File: src/rtl/riscv_defines.sv
// ---------------------------------------------------------------------------
// riscv_defines
// Shared definitions for the exception/interrupt sequencer:
//   - exception cause codes written into the CSR cause register
//   - handler-select (PC mux) encodings
//   - sequencer state enum
// ---------------------------------------------------------------------------
package riscv_defines;

   localparam logic [5:0] EXC_CAUSE_ILLEGAL = 6'h02;
   localparam logic [5:0] EXC_CAUSE_ECALL   = 6'h0B;

   localparam logic [1:0] EXC_PC_IRQ     = 2'd0;
   localparam logic [1:0] EXC_PC_ILLINSN = 2'd1;
   localparam logic [1:0] EXC_PC_ECALL   = 2'd2;

   typedef enum logic [1:0] {
      EXC_IDLE     = 2'd0,
      EXC_WAIT_ACK = 2'd1,
      EXC_SETTLE   = 2'd2
   } exc_state_e;

endpackage

File: src/rtl/riscv_irq_prio_enc.sv
// ---------------------------------------------------------------------------
// riscv_irq_prio_enc
// Combinational priority encoder for the level interrupt lines; the lowest
// set index wins.
// Ports:
//   irq_i   [N_IRQ] : interrupt request lines
//   valid_o         : at least one line is set
//   idx_o   [5]     : index of the lowest set line (0 when none set)
// ---------------------------------------------------------------------------
module riscv_irq_prio_enc #(
   parameter int N_IRQ = 32
) (
   input  logic [N_IRQ-1:0] irq_i,
   output logic             valid_o,
   output logic [4:0]       idx_o
);

   always_comb begin
      valid_o = |irq_i;
      idx_o   = '0;
      // Scan downwards so the last hit, i.e. the lowest index, is kept.
      for (int i = N_IRQ - 1; i >= 0; i--) begin
         if (irq_i[i]) begin
            idx_o = 5'(i);
         end
      end
   end

endmodule

File: src/rtl/riscv_exc_sequencer.sv
// ---------------------------------------------------------------------------
// riscv_exc_sequencer
// Arbitrates synchronous exceptions (illegal, ecall), eret and level
// interrupts, latches the winning cause and sequences the CSR save/restore
// strobes against the controller's PC-redirect acknowledge.
// Ports:
//   clk, rst_n                 : clock, async active-low reset
//   irq_i [N_IRQ]              : level interrupt requests
//   irq_enable_i               : mstatus IE
//   insn_valid_i               : ID instruction valid (qualifies the next 3)
//   illegal_insn_i/ecall_insn_i/eret_insn_i : ID instruction class
//   ctrl_ack_i                 : controller redirects the PC this cycle
//   exc_req_o                  : exception entry pending (registered)
//   exc_pc_mux_o [2]           : handler select (registered)
//   exc_cause_o [CAUSE_W]      : latched cause (registered)
//   save_exc_cause_o           : CSR cause write strobe
//   exc_save_if_o/exc_save_id_o: mepc source select strobes
//   exc_restore_o              : mstatus restore strobe (eret)
//   exc_taken_o                : one pulse per exception entry
//   busy_o                     : sequencer not idle
// ---------------------------------------------------------------------------
module riscv_exc_sequencer
   import riscv_defines::*;
#(
   parameter int N_IRQ   = 32,
   parameter int CAUSE_W = 6
) (
   input  logic               clk,
   input  logic               rst_n,
   input  logic [N_IRQ-1:0]   irq_i,
   input  logic               irq_enable_i,
   input  logic               insn_valid_i,
   input  logic               illegal_insn_i,
   input  logic               ecall_insn_i,
   input  logic               eret_insn_i,
   input  logic               ctrl_ack_i,
   output logic               exc_req_o,
   output logic [1:0]         exc_pc_mux_o,
   output logic [CAUSE_W-1:0] exc_cause_o,
   output logic               save_exc_cause_o,
   output logic               exc_save_if_o,
   output logic               exc_save_id_o,
   output logic               exc_restore_o,
   output logic               exc_taken_o,
   output logic               busy_o
);

   exc_state_e         state_q, state_d;
   logic [CAUSE_W-1:0] cause_q, cause_d;
   logic [1:0]         mux_q, mux_d;
   logic               is_irq_q, is_irq_d;

   logic               irq_valid;
   logic [4:0]         irq_idx;

   logic               illegal_ev, ecall_ev, eret_ev, irq_ev;

   riscv_irq_prio_enc #(
      .N_IRQ (N_IRQ)
   ) u_prio_enc (
      .irq_i   (irq_i),
      .valid_o (irq_valid),
      .idx_o   (irq_idx)
   );

   assign illegal_ev = insn_valid_i & illegal_insn_i;
   assign ecall_ev   = insn_valid_i & ecall_insn_i;
   assign eret_ev    = insn_valid_i & eret_insn_i;
   assign irq_ev     = irq_enable_i & irq_valid;

   always_comb begin
      state_d          = state_q;
      cause_d          = cause_q;
      mux_d            = mux_q;
      is_irq_d         = is_irq_q;
      save_exc_cause_o = 1'b0;
      exc_save_if_o    = 1'b0;
      exc_save_id_o    = 1'b0;
      exc_restore_o    = 1'b0;
      exc_taken_o      = 1'b0;

      unique case (state_q)
         EXC_IDLE: begin
            if (illegal_ev) begin
               cause_d  = CAUSE_W'(EXC_CAUSE_ILLEGAL);
               mux_d    = EXC_PC_ILLINSN;
               is_irq_d = 1'b0;
               state_d  = EXC_WAIT_ACK;
            end else if (ecall_ev) begin
               cause_d  = CAUSE_W'(EXC_CAUSE_ECALL);
               mux_d    = EXC_PC_ECALL;
               is_irq_d = 1'b0;
               state_d  = EXC_WAIT_ACK;
            end else if (eret_ev) begin
               // Restore is issued immediately; no controller handshake.
               exc_restore_o = 1'b1;
               state_d       = EXC_SETTLE;
            end else if (irq_ev) begin
               cause_d  = CAUSE_W'({1'b1, irq_idx});
               mux_d    = EXC_PC_IRQ;
               is_irq_d = 1'b1;
               state_d  = EXC_WAIT_ACK;
            end
         end
         EXC_WAIT_ACK: begin
            // New events are ignored here; the latched cause is what gets saved.
            if (ctrl_ack_i) begin
               save_exc_cause_o = 1'b1;
               exc_save_if_o    = is_irq_q;
               exc_save_id_o    = ~is_irq_q;
               exc_taken_o      = 1'b1;
               state_d          = EXC_SETTLE;
            end
         end
         EXC_SETTLE: begin
            // One dead cycle so the CSR file's updated IE is seen before the
            // next arbitration.
            state_d = EXC_IDLE;
         end
         default: begin
            state_d = EXC_IDLE;
         end
      endcase
   end

   always_ff @(posedge clk or negedge rst_n) begin
      if (!rst_n) begin
         state_q  <= EXC_IDLE;
         cause_q  <= '0;
         mux_q    <= '0;
         is_irq_q <= 1'b0;
      end else begin
         state_q  <= state_d;
         cause_q  <= cause_d;
         mux_q    <= mux_d;
         is_irq_q <= is_irq_d;
      end
   end

   assign exc_req_o    = (state_q == EXC_WAIT_ACK);
   assign busy_o       = (state_q != EXC_IDLE);
   assign exc_cause_o  = cause_q;
   assign exc_pc_mux_o = mux_q;

endmodule

File: config.mk
export PLATFORM = sky130hd
export DESIGN_NAME = riscv_exc_sequencer
export DESIGN_NICKNAME = d
export VERILOG_FILES = /design/src/rtl/riscv_defines.sv /design/src/rtl/riscv_irq_prio_enc.sv /design/src/rtl/riscv_exc_sequencer.sv
export SDC_FILE = /design/constraint.sdc
export NUM_CORES = 1
export LEC_CHECK = 0
export ABC_CLOCK_PERIOD_IN_PS = 1800
export BUFFER_PORTS_ARGS = -buffer_cell sky130_fd_sc_hd__buf_2
export CORE_UTILIZATION = 35
export CTS_BUF_LIST = sky130_fd_sc_hd__clkbuf_4 sky130_fd_sc_hd__clkbuf_8
export DETAILED_ROUTE_END_ITERATION = 7
export MAX_ROUTING_LAYER = met4
export PLACE_DENSITY = 0.71
export SYNTH_ARGS = -nofsm -noshare
export SYNTH_HDL_FRONTEND = slang
export SYNTH_HIERARCHICAL = 1
export SYNTH_SLANG_ARGS = --single-unit
File: constraint.sdc
create_clock -name clk -period 1.8 [get_ports clk]
set_input_delay 0.36 -clock clk [delete_from_list [all_inputs] [get_ports clk]]
set_output_delay 0.36 -clock clk [all_outputs]
set_load 0.02 [all_outputs]
==> results.md <==
* Status: completed
* EDFF count, synth at 0
* CTS H-tree depth at 1
* CORE AREA at about 2500 um2
* Initial antenna violation count at 0
* Leakage at approximately 0.79 nW
* Die Ht at between 50 and 60 um
* Post-synthesis mux area share at under 10%
* CTS tree: yes
* CP bufs+invs at 1
* Clk sink count at 10
* ANT cells at 0
* Period utilization at 96.9%
* Final RePlAce weighted congestion at ~0.8
* Design Area, Final at approximately 1600 um2
* Pint at between 0.8 and 0.9 mW
* Largest net degree at the start of global routing at 11
* Total power draw at 1.37 mW
* CP startpoint kind: primary input
* PD cells at ~880 nW/um2
* Number of global-route vias before repair at between 1k and 1.5k
* Max_slew headroom at between 60% and 70%
* Dpl ws at -0.302 ns
* TritonCTS buffer count at 3
* Layout Nets at 244
* Final worst setup slack at ~0.056 ns
* WL per Instance at roughly 12 um
* Clk network pwr share at about 15%
* Minimum clock period at 1.74 ns
* CP arrival at 1.90 ns
* Grt total ovfl at 0
* Synth Area in Compound Gates at 24.4%
* Antenna viol nets, final at 0
* Register share of total power at around 29%
* Asr flop ratio synth at 100%
* Cell class contributing the biggest share of worst-path delay: compound AO/OA/AOI/OAI gates
* Synth area leader: dfrtp_1
* Post-Synthesis Cells at roughly 120
* Synthesized area at 942 um2
* Hold Crit Class: in -> reg
* Share of total power in combinational logic at about 56%
* Post-Synth XOR/XNOR Area at 0%
* Initial Util at 37.7%
* TritonRoute pass-1 iters at 5
* Max Slew Vio Count at 0
* Std cell rows at 18
* Via/cell ratio at about 5.2
* Routed via count at 1217
* Max-Cap Viols at 0
* Total die area at slightly below 3000 um2
* Dpl cells at roughly 230
* Setup Viol. Count Final at 0
* Distinct cells, synth at 37
* Crit path max fanout at 3
* Initial DRC count at 17
* Worst setup EP type: register
* Critical Path RT at 1.95 ns
* DRC at 0
* Clk_lat worst skew at 0.26 ns
* Top_reg_cell synth: dfrtp_1
* Cells along the critical path: buf_2 -> nor3_1 -> o21ai_0 -> a2111oi_0 -> a221oi_1 -> a21oi_1 -> a21oi_1 -> mux2_4
* Clock skew at approximately 0.0010 ns
* WS Path Type: in -> reg
* Most frequent cells in the layout: buf_2 (53), buf_4 (29), a21oi_1 (13), nor2_1 (13), inv_1 (10)
* Drt total wl at about 2800 um
* Maximum vdd drop at between 0.6 and 0.7 mV
* Worst hold slack at 0.308 ns
* Worst-margin pin slew at slightly below 0.5 ns
* Detailed Place HPWL at approximately 2200 um
* Reg clk slew, reported paths at 0.07 ns
* Switching Share at about 40%
* I/O pin count at 55
* Main combinational cell family by area after synthesis: simple AND/OR/NAND/NOR gates
* Commonest non-fill, non-tap cell in the layout: buf_2
* FF+latch count, synth at 10
* Post-synthesis simple-gate area fraction at about a third
* I/O Buffers at 54
* Fmax at about 570 MHz
* CP peak stage delay at between 0.5 and 0.6 ns
* CTS Buffer Depth at 2
* Net Sw Power at between 0.5 and 0.6 mW
* First-pass GRT wire length at 4140 um
* Share of the synthesized area in the top cell type at approximately a quarter
* Final setup TNS at 0 ns
* Layout area overhead at 64.5%
* Critical Path Most Common Cell: a21oi_1
* Die W at between 50 and 60 um
* Slowest stage cell, crit path: a2111oi_0
* Yosys warning total at 6
* Seq/Total Area, Yosys at about a quarter
* Post-synth net total at 157
* Share of post-route cells with drive strength above 1 at a little over half
* Hold Vio Cnt, Final at 0
* Post-layout util at 62.0%
* Synth Area in Adders at 0%
* Synth area leaders: dfrtp_1 (27%), a21oi_1 (6.9%), mux2_4 (6.4%)
* Layout Cells excl Fill at between 200 and 250
* Total GRT Usage at 20.0%
* Root Driver: clkbuf_4
* DP Area at 1440 um2
* Post-Syn Area per Cell at ~8 um2
-- state kept, by name, summed over array words and instances, names as in the netlist --
register      cells
exc_pc_mux_o      2
exc_cause_o       6
state_q           2
-- worst register-to-register path: stages, from the launching register on --
cell     delay [ns]
dfrtp_2        0.45
nor2_4         0.16
buf_4          0.14
nand2_4        0.07
buf_6          0.14
a21bo_2        0.20
-- cell usage after synthesis (all sizes together) (2+ instances only) --
| cell type | count |
|---|---|
| a2111oi | 2 |
| a211oi | 2 |
| a21oi | 13 |
| and2 | 3 |
| buf | 3 |
| dfrtp | 10 |
| inv | 10 |
| mux2 | 4 |
| mux2i | 2 |
| nand2 | 9 |
| nand3 | 2 |
| nor2 | 14 |
| nor2b | 3 |
| nor3 | 7 |
| nor3b | 2 |
| nor4 | 9 |
| o21ai | 5 |
| o31ai | 4 |
| or4 | 4 |
-- cell families (layout without fill, tap and decap cells) --
logic type,count (synthesis),in the layout
simple gates,55,55
flops,10,10
mux,6,6
buf+inv,13,99
compound gates,33,33
-- metal layers --
metal | GRT usage (%) | up-vias | part of all wire [%]
met5 | - | - | 0
met4 | 6.58 | 0 | 0.32
met3 | 2.54 | 2 | 5.8
met2 | 36.6 | 54 | 51
met1 | 21.9 | 544 | 43
li1 | - | 617 | -
-- power groups by stage --
stage | clock, mW | combinational, mW | sequential, mW
after floorplan | 0 | 0.387 | 0.444
after global placement | 0 | 0.678 | 0.384
after detailed placement | 0 | 0.692 | 0.392
after CTS | 0.212 | 0.698 | 0.388
after global routing | 0.225 | 0.836 | 0.406
final | 0.206 | 0.766 | 0.394
-- layout make-up --
class,count,area [um2]
Tap cell,30,37.5
Multi-Input combinational cell,94,671
Fill cell,225,950
Inverter,10,37.5
Clock buffer,4,36.3
Timing Repair Buffer,85,515
Sequential cell,10,253
-- path summary, 6_finish.rpt --
path                            startpoint              end  slack [ns]  cells after the start
max                              irq_i[13]   exc_cause_o[0]        0.06                      8
min                             ctrl_ack_i       state_q[0]        0.31                      2
max reg2reg                     state_q[1]  exc_pc_mux_o[0]        0.55                      5
min reg2reg                exc_pc_mux_o[0]  exc_pc_mux_o[0]        0.51                      1
max in group asynchronous            rst_n       state_q[1]        1.11                      2
min in group asynchronous            rst_n   exc_cause_o[5]        0.48                      2
-- timing repair --
item,in CTS,in global routing
pin swaps,0,7
hold buffers,1,0
endpoints found under the setup margin,4,11
endpoints found under the hold margin,10,0
buffers inserted,0,3
resized for setup,1,9
No activity file was read; power rests on OpenSTA's default activity.
